[config.mk]
export PLATFORM = sky130hd
export DESIGN_NAME = pipeline_hazard_ctrl
export DESIGN_NICKNAME = d
export VERILOG_FILES = /design/src/rtl/rv8_pkg.sv /design/src/rtl/pipeline_hazard_ctrl_hazard_detect.sv /design/src/rtl/pipeline_hazard_ctrl.sv
export SDC_FILE = /design/constraint.sdc
export NUM_CORES = 1
export LEC_CHECK = 0
export CAP_MARGIN = 20
export CORE_ASPECT_RATIO = 0.7
export CORE_MARGIN = 2
export CORE_UTILIZATION = 35
export DETAILED_ROUTE_END_ITERATION = 8
export HOLD_SLACK_MARGIN = 0.08
export PLACE_DENSITY = 0.85
export SYNTH_ARGS = -nofsm -noshare
export SYNTH_HDL_FRONTEND = slang
export SYNTH_SLANG_ARGS = --single-unit
export TNS_END_PERCENT = 1
[constraint.sdc]
create_clock -name clk -period 2.43 [get_ports clk]
set_clock_uncertainty 0.2 [all_clocks]
set_input_delay 0.486 -clock clk [delete_from_list [all_inputs] [get_ports clk]]
set_output_delay 0.486 -clock clk [all_outputs]
set_load 0.02 [all_outputs]
[src/rtl/rv8_pkg.sv]
// Shared opcode constants, field widths and hazard FSM state encoding for the
// 8-bit RISC-V pipeline control blocks.
package rv8_pkg;

  localparam int INSTR_W = 32;
  localparam int OPC_W   = 7;
  localparam int REG_W   = 5;

  localparam logic [OPC_W-1:0] OPC_LOAD   = 7'b0000011;
  localparam logic [OPC_W-1:0] OPC_OPIMM  = 7'b0010011;
  localparam logic [OPC_W-1:0] OPC_STORE  = 7'b0100011;
  localparam logic [OPC_W-1:0] OPC_OP     = 7'b0110011;
  localparam logic [OPC_W-1:0] OPC_BRANCH = 7'b1100011;

  typedef enum logic [1:0] {
    HZ_INIT     = 2'd0,
    HZ_RUN      = 2'd1,
    HZ_FLUSH    = 2'd2,
    HZ_MEM_WAIT = 2'd3
  } hz_state_t;

endpackage

[src/rtl/pipeline_hazard_ctrl_hazard_detect.sv]
// Combinational load-use detector: decodes the ID instruction's source usage
// and compares it against the EX-stage shadow. Reusable by the forwarding unit.
module hazard_detect
  import rv8_pkg::*;
(
  input  logic [INSTR_W-1:0] id_instr,
  input  logic               id_valid,
  input  logic               ex_valid,
  input  logic               ex_is_load,
  input  logic [REG_W-1:0]   ex_rd,
  output logic               load_use,
  output logic               uses_rs2,
  output logic               is_load
);

  logic [OPC_W-1:0] opcode;
  logic [REG_W-1:0] rs1;
  logic [REG_W-1:0] rs2;
  logic             uses_rs1;
  logic             unused_fields;

  assign opcode = id_instr[6:0];
  assign rs1    = id_instr[19:15];
  assign rs2    = id_instr[24:20];

  // funct7/funct3 and rd do not affect source-register usage
  assign unused_fields = &{1'b0, id_instr[31:25], id_instr[14:7]};

  always_comb begin
    uses_rs1 = 1'b0;
    uses_rs2 = 1'b0;
    is_load  = 1'b0;
    case (opcode)
      OPC_LOAD:   begin uses_rs1 = 1'b1; is_load = 1'b1; end
      OPC_OPIMM:  uses_rs1 = 1'b1;
      OPC_STORE,
      OPC_OP,
      OPC_BRANCH: begin uses_rs1 = 1'b1; uses_rs2 = 1'b1; end
      default:    ;
    endcase
  end

  assign load_use = id_valid & ex_valid & ex_is_load & (ex_rd != '0) &
                    ((uses_rs1 & (ex_rd == rs1)) | (uses_rs2 & (ex_rd == rs2)));

endmodule

[src/rtl/pipeline_hazard_ctrl.sv]
// Stall/flush sequencer for the 5-stage pipeline: load-use bubbles, taken-branch
// flushes and data-memory wait stalls. Optional counters: HAZARD_PERF_CNT_EN.
module pipeline_hazard_ctrl
  import rv8_pkg::*;
#(
  parameter int FLUSH_DEPTH = 2,
  parameter int CNT_W       = 16
) (
  input  logic               clk,
  input  logic               rst_n,
  input  logic [INSTR_W-1:0] id_instr,
  input  logic               id_valid,
  input  logic               ex_branch_taken,
  input  logic               mem_req,
  input  logic               mem_ready,
  output logic               pc_write,
  output logic               ifid_write,
  output logic               ifid_flush,
  output logic               idex_write,
  output logic               idex_flush,
  output logic               exmem_write,
  output logic               memwb_write,
  output logic [1:0]         ctrl_state
`ifdef HAZARD_PERF_CNT_EN
  ,
  output logic [CNT_W-1:0]   stall_cycles,
  output logic [CNT_W-1:0]   flush_cycles
`endif
);

  localparam logic [1:0] FCNT_LOAD = 2'(FLUSH_DEPTH - 1);

  if (FLUSH_DEPTH < 1 || FLUSH_DEPTH > 3 || CNT_W < 1) begin : g_param_check
    $error("pipeline_hazard_ctrl: FLUSH_DEPTH must be 1..3 and CNT_W >= 1");
  end

  hz_state_t        state_reg, state_next;
  logic [1:0]       fcnt_reg, fcnt_next;
  logic             ex_valid_reg;
  logic             ex_is_load_reg;
  logic [REG_W-1:0] ex_rd_reg;

  logic             load_use;
  logic             id_is_load;
  logic             unused_id_uses_rs2;
  logic             mem_stall;
  logic             run_eval;
  logic             flush_eval;
  logic             stall_evt;

  hazard_detect u_hazard_detect (
    .id_instr   (id_instr),
    .id_valid   (id_valid),
    .ex_valid   (ex_valid_reg),
    .ex_is_load (ex_is_load_reg),
    .ex_rd      (ex_rd_reg),
    .load_use   (load_use),
    .uses_rs2   (unused_id_uses_rs2),
    .is_load    (id_is_load)
  );

  assign mem_stall  = mem_req & ~mem_ready;
  assign ctrl_state = state_reg;

  always_ff @(posedge clk or negedge rst_n) begin
    if (!rst_n) begin
      state_reg <= HZ_INIT;
      fcnt_reg  <= 2'd0;
    end else begin
      state_reg <= state_next;
      fcnt_reg  <= fcnt_next;
    end
  end

  always_comb begin
    state_next  = state_reg;
    fcnt_next   = fcnt_reg;
    pc_write    = 1'b0;
    ifid_write  = 1'b0;
    ifid_flush  = 1'b0;
    idex_write  = 1'b0;
    idex_flush  = 1'b0;
    exmem_write = 1'b0;
    memwb_write = 1'b0;
    run_eval    = 1'b0;
    flush_eval  = 1'b0;
    stall_evt   = 1'b0;

    // Pick which rule set applies this cycle; a wait-exit cycle skips the stall check
    case (state_reg)
      HZ_INIT: begin
        ifid_flush = 1'b1;
        idex_flush = 1'b1;
        state_next = HZ_RUN;
      end
      HZ_RUN: begin
        if (mem_stall) state_next = HZ_MEM_WAIT;
        else           run_eval   = 1'b1;
      end
      HZ_FLUSH: begin
        if (mem_stall) state_next = HZ_MEM_WAIT;
        else           flush_eval = 1'b1;
      end
      HZ_MEM_WAIT: begin
        if (mem_ready) begin
          if (fcnt_reg != 2'd0) flush_eval = 1'b1;
          else                  run_eval   = 1'b1;
        end
      end
      default: state_next = HZ_INIT;
    endcase

    if (flush_eval) begin
      {pc_write, ifid_write, ifid_flush, idex_write, idex_flush} = 5'b11111;
      {exmem_write, memwb_write} = 2'b11;
      fcnt_next  = fcnt_reg - 2'd1;
      state_next = (fcnt_reg == 2'd1) ? HZ_RUN : HZ_FLUSH;
    end else if (run_eval) begin
      state_next = HZ_RUN;
      if (ex_branch_taken) begin
        {pc_write, ifid_write, ifid_flush, idex_write, idex_flush} = 5'b11111;
        {exmem_write, memwb_write} = 2'b11;
        fcnt_next  = FCNT_LOAD;
        state_next = (FLUSH_DEPTH > 1) ? HZ_FLUSH : HZ_RUN;
      end else if (load_use) begin
        idex_write  = 1'b1;
        idex_flush  = 1'b1;
        exmem_write = 1'b1;
        memwb_write = 1'b1;
        stall_evt   = 1'b1;
      end else begin
        {pc_write, ifid_write, idex_write, exmem_write, memwb_write} = 5'b11111;
      end
    end
  end

  // The bubble inserted on a load-use clears ex_valid, so the stall lasts one cycle
  always_ff @(posedge clk or negedge rst_n) begin
    if (!rst_n) begin
      ex_valid_reg   <= 1'b0;
      ex_is_load_reg <= 1'b0;
      ex_rd_reg      <= '0;
    end else if (idex_write) begin
      if (idex_flush || load_use || !id_valid) begin
        ex_valid_reg <= 1'b0;
      end else begin
        ex_valid_reg   <= 1'b1;
        ex_is_load_reg <= id_is_load;
        ex_rd_reg      <= id_instr[11:7];
      end
    end
  end

`ifdef HAZARD_PERF_CNT_EN
  logic [CNT_W-1:0] stall_cnt_reg;
  logic [CNT_W-1:0] flush_cnt_reg;

  always_ff @(posedge clk or negedge rst_n) begin
    if (!rst_n) begin
      stall_cnt_reg <= '0;
      flush_cnt_reg <= '0;
    end else begin
      if ((stall_evt || state_reg == HZ_MEM_WAIT) && stall_cnt_reg != '1)
        stall_cnt_reg <= stall_cnt_reg + 1'b1;
      if (ifid_flush && state_reg != HZ_INIT && flush_cnt_reg != '1)
        flush_cnt_reg <= flush_cnt_reg + 1'b1;
    end
  end

  assign stall_cycles = stall_cnt_reg;
  assign flush_cycles = flush_cnt_reg;
`else
  logic unused_stall_evt;
  assign unused_stall_evt = stall_evt;
`endif

endmodule
==> results_tabular.tex <==
\begin{tabular}{lr}
\hline
Metric & Value \\
\hline
\multicolumn{2}{l}{\textbf{Critical path}} \\
Crit path DAT & 2.01 ns \\
Largest stage delay, worst path & around 0.42 ns \\
Buffers and inverters on the worst path & 2 \\
Largest delay share family, worst path & buffers and inverters \\
Worst reg-to-reg setup slack & between 0.1 and 0.15 ns \\
Nature of the critical path endpoint & output port \\
Ordered list of cells on the worst path & clkdlybuf4s50\_1 -> nor3\_2 -> o211ai\_2 -> or2\_4 -> o31a\_1 -> buf\_6 \\
Worst path slowest cell & sky130\_fd\_sc\_hd\_\_clkdlybuf4s50\_1 \\
Required time at the endpoint of the critical path & 1.74 ns \\
Kind of launch point of the worst setup path & primary input \\
Crit-path max FO & 2 \\
Worst setup path category & in -> out \\
\multicolumn{2}{l}{\textbf{Routing}} \\
Met1 routed wirelength after detailed routing & 1.10 mm \\
Highest routing layer actually used & met4 \\
Detailed router's first-iteration violation count & 25 \\
DR vias/cell & $\sim$4.7 \\
Routed vias & 878 \\
Detailed Route WL & approximately 2.6 mm \\
Remaining design rule violation count & 0 \\
Met3 wire length & 123 µm \\
Final antenna-violating net count & 0 \\
Routed wl met2 & 1.39 mm \\
First-pass detailed-route iteration total & 4 \\
Average wire per cell in the routed design & 14.2 µm \\
\multicolumn{2}{l}{\textbf{Place}} \\
GP Congestion & just under 0.9 \\
Total of buffers placed on input and output ports & 36 \\
Placed cell count & 178 \\
Placement Setup Slack & -0.890 ns \\
HPWL after detailed placement & 2.16 mm \\
\multicolumn{2}{l}{\textbf{Clock tree}} \\
H-tree levels & 1 \\
Clock tree from TritonCTS & yes \\
Worst-path clk slew & 0.06 ns \\
Total number of clock tree sinks & 11 \\
Clock buffer count from CTS & 3 \\
Clock Tree Buf Depth & 2 \\
Clock latency on the worst-skew pair & between 0.2 and 0.3 ns \\
CTS root buf & sky130\_fd\_sc\_hd\_\_clkbuf\_4 \\
\multicolumn{2}{l}{\textbf{Logic synthesis}} \\
Post-synth net total & 131 \\
Yosys warning total & 0 \\
Post-synthesis sequential area ratio & 0.318 \\
Netlist cell types & 32 \\
Post-synthesis cell area & approximately 860 µm² \\
Number of storage elements in the synthesis netlist & 11 \\
Syn avg cell area & 9.94 µm² \\
Cells after synthesis & 87 \\
\multicolumn{2}{l}{\textbf{Floorplan}} \\
Die Footprint & 2890 µm² \\
Area of the core & between 2000 and 2500 µm² \\
I/O Pins & between 40 and 50 \\
Cell row count & 15 \\
Chip Width & 63.4 µm \\
Height of the die & roughly 46 µm \\
Initial Util & 0.360 \\
\multicolumn{2}{l}{\textbf{Final layout}} \\
Flip-flop count of the largest register, all copies and words added & 5 \\
Count of antenna diodes in the layout & 0 \\
Area grow syn2layout & 78.7\% \\
Multi-input gate area in the final layout & 644 µm² \\
Filler instances & 190 \\
Non-filler instance count after layout & 185 \\
Finished Core Util & 0.643 \\
Share of post-route cells with drive strength above 1 & 0.444 \\
NumNets Final & 196 \\
Reg area & 279 µm² \\
\multicolumn{2}{l}{\textbf{Power}} \\
Portion of total power attributed to sequential cells & 0.206 \\
Net switching share of the total power & 0.424 \\
Cell area power density & roughly 1200 nW/µm² \\
Cell internal pwr & 0.00105 W \\
Switching power & slightly below 0.0008 W \\
Cell leakage power & between 0.7 and 0.8 nW \\
Comb pwr share & 0.728 \\
Worst supply voltage drop on vdd & 487 µV \\
Power share of the clock group & 0.066 \\
\multicolumn{2}{l}{\textbf{Timing}} \\
Final Max Slew Viols & 0 \\
Number of endpoints failing setup at the final stage & 4 \\
Setup slack of the critical path after layout & -0.267 ns \\
Worst slew pin tran & 0.475 ns \\
Setup repair after global routing missed its margin & true \\
F\_max & roughly 0.37 GHz \\
Final worst path period share & 1.11 \\
Worst max-slew margin expressed relative to the limit & 0.682 \\
Final min period & roughly 2.7 ns \\
Hold Fails Final Rpt & 0 \\
\multicolumn{2}{l}{\textbf{Outcome}} \\
Violations in the final reports & negative setup slack \\
Status & finished, violations left \\
\multicolumn{2}{l}{\textbf{GRT}} \\
Global routing usage summed across all routing layers & 0.201 \\
Largest net degree at the start of global routing & 12 \\
First-pass GRT wire length & 4.34 mm \\
Via count of the first global-routing pass & 960 \\
Overflow after GRT & 0 \\
Antenna violations before repair & 0 \\
\multicolumn{2}{l}{\textbf{Hold path}} \\
Worst hold-check path type & reg -> reg \\
\multicolumn{2}{l}{\textbf{Job}} \\
Max Cap Viol & 0 \\
\hline
\end{tabular}
==> kinds of logic after synthesis <==
| logic type | after synthesis | synth area share |
|---|---|---|
| xor+xnor | 10 | 0.101 |
| mux | 8 | 0.101 |
| compound gates | 17 | 0.168 |
| buf+inv | 9 | 0.0521 |
| flops | 11 | 0.318 |
| simple gates | 26 | 0.172 |
| fa+ha+maj | 6 | 0.0868 |
==> layer usage <==
layer,global-route usage,vias to the layer above
li1,-,432
met3,0.0371,2
met2,0.364,21
met5,0,-
met1,0.243,423
met4,0.0783,0
==> synthesized netlist by cell type, drive strengths merged <==
| master | instances | area [µm²] |
|---|---|---|
| a21o | 1 | 7.51 |
| a21oi | 3 | 15.0 |
| a31o | 1 | 8.76 |
| and3b | 1 | 8.76 |
| buf | 3 | 22.5 |
| dfrtp | 11 | 275 |
| ha | 6 | 75.1 |
| inv | 6 | 22.5 |
| mux2 | 6 | 67.6 |
| mux2i | 2 | 20.0 |
| nand2 | 7 | 26.3 |
| nand2b | 1 | 6.26 |
| nand3 | 2 | 10.0 |
| nand3b | 1 | 7.51 |
| nand4 | 1 | 6.26 |
| nor2 | 5 | 18.8 |
| nor2b | 3 | 18.8 |
| nor3 | 1 | 5.00 |
| nor4 | 1 | 21.3 |
| o2111ai | 1 | 26.3 |
| o211ai | 3 | 27.5 |
| o21a | 3 | 22.5 |
| o21ai | 1 | 5.00 |
| o22ai | 1 | 6.26 |
| o31a | 1 | 8.76 |
| o31ai | 1 | 7.51 |
| o32a | 1 | 10.0 |
| or2 | 2 | 12.5 |
| or4 | 1 | 7.51 |
| xnor2 | 9 | 78.8 |
| xor2 | 1 | 8.76 |
==> cells in the final DEF, fill, tap and decap left out, types with 3 or more instances in the layout <==
| master | instances |
|---|---|
| sky130_fd_sc_hd__inv_1 | 5 |
| sky130_fd_sc_hd__buf_2 | 5 |
| sky130_fd_sc_hd__dfrtp_2 | 3 |
| sky130_fd_sc_hd__nand2_1 | 7 |
| sky130_fd_sc_hd__dlygate4sd2_1 | 11 |
| sky130_fd_sc_hd__ha_1 | 3 |
| sky130_fd_sc_hd__o21a_1 | 3 |
| sky130_fd_sc_hd__nor2_1 | 5 |
| sky130_fd_sc_hd__clkdlybuf4s50_1 | 13 |
| sky130_fd_sc_hd__buf_6 | 3 |
| sky130_fd_sc_hd__xnor2_2 | 5 |
| sky130_fd_sc_hd__clkbuf_4 | 3 |
| sky130_fd_sc_hd__clkdlybuf4s15_1 | 3 |
| sky130_fd_sc_hd__mux2_2 | 6 |
| sky130_fd_sc_hd__dfrtp_1 | 8 |
| sky130_fd_sc_hd__buf_4 | 27 |
| sky130_fd_sc_hd__nor2b_1 | 3 |
| sky130_fd_sc_hd__xnor2_1 | 4 |
==> worst paths after layout <==
kind | from | endpoint | depth (start not counted)
max | id_instr[2] | ifid_write | 6
min | ex_valid_reg$_DFFE_PN0P_ | ex_valid_reg$_DFFE_PN0P_ | 2
max reg2reg | ctrl_state[1]$_DFFE_PN0P_ | ex_rd_reg[3]$_DFFE_PN0P_ | 8
min reg2reg | ex_valid_reg$_DFFE_PN0P_ | ex_valid_reg$_DFFE_PN0P_ | 2
max in group asynchronous | rst_n | ex_rd_reg[4]$_DFFE_PN0P_ | 1
min in group asynchronous | rst_n | ex_is_load_reg$_DFFE_PN0P_ | 1
==> stage by stage <==
stage	hold WS [ns]	setup TNS [ns]	instance area [µm²]	total power, W
3_3_place_gp	0.262	-4.98	1460	0.00158
2_1_floorplan	-0.00959	-0.0371	901	0.00107
6_report	0.291	-0.912	1550	0.00182
5_1_grt	0.347	-1.40	1550	0.00195
3_5_place_dp	0.280	-5.44	1460	0.00163
4_1_cts	0.297	-1.07	1520	0.00179
==> layout make-up <==
| cell class | instances | share of cell area |
|---|---|---|
| multi-input cells | 67 | 0.417 |
| repair buffers | 63 | 0.343 |
| flip-flops and latches | 11 | 0.181 |
| well taps | 34 | 0.0275 |
| clock buffers | 4 | 0.0170 |
| inverters | 6 | 0.0146 |
==> repair_timing <==
action | 4_1_cts | 5_1_grt
pin swaps | 20 | 5
gates resized for setup | 62 | 8
buffers inserted | 3 | 0
hold endpoints to repair | 0 | 0
endpoints found under the setup margin | 7 | 7
hold buffers | 0 | 0
==> tightest hold or removal path: stages, from the launching register on <==
cell                      delay [ns]
sky130_fd_sc_hd__dfrtp_1        0.35
sky130_fd_sc_hd__nand2_1        0.05
sky130_fd_sc_hd__nand2_1        0.06
==> power by group through the flow <==
stage / registers, W / clock network (W) / logic (W)
after floorplan: 0.000375 / 0 / 0.000696
final: 0.000375 / 0.000120 / 0.00132
after global placement: 0.000359 / 0 / 0.00122
after global routing: 0.000388 / 0.000136 / 0.00143
after CTS: 0.000374 / 0.000126 / 0.00129
after detailed placement: 0.000370 / 0 / 0.00126
Power figures use the tool's default switching activity.
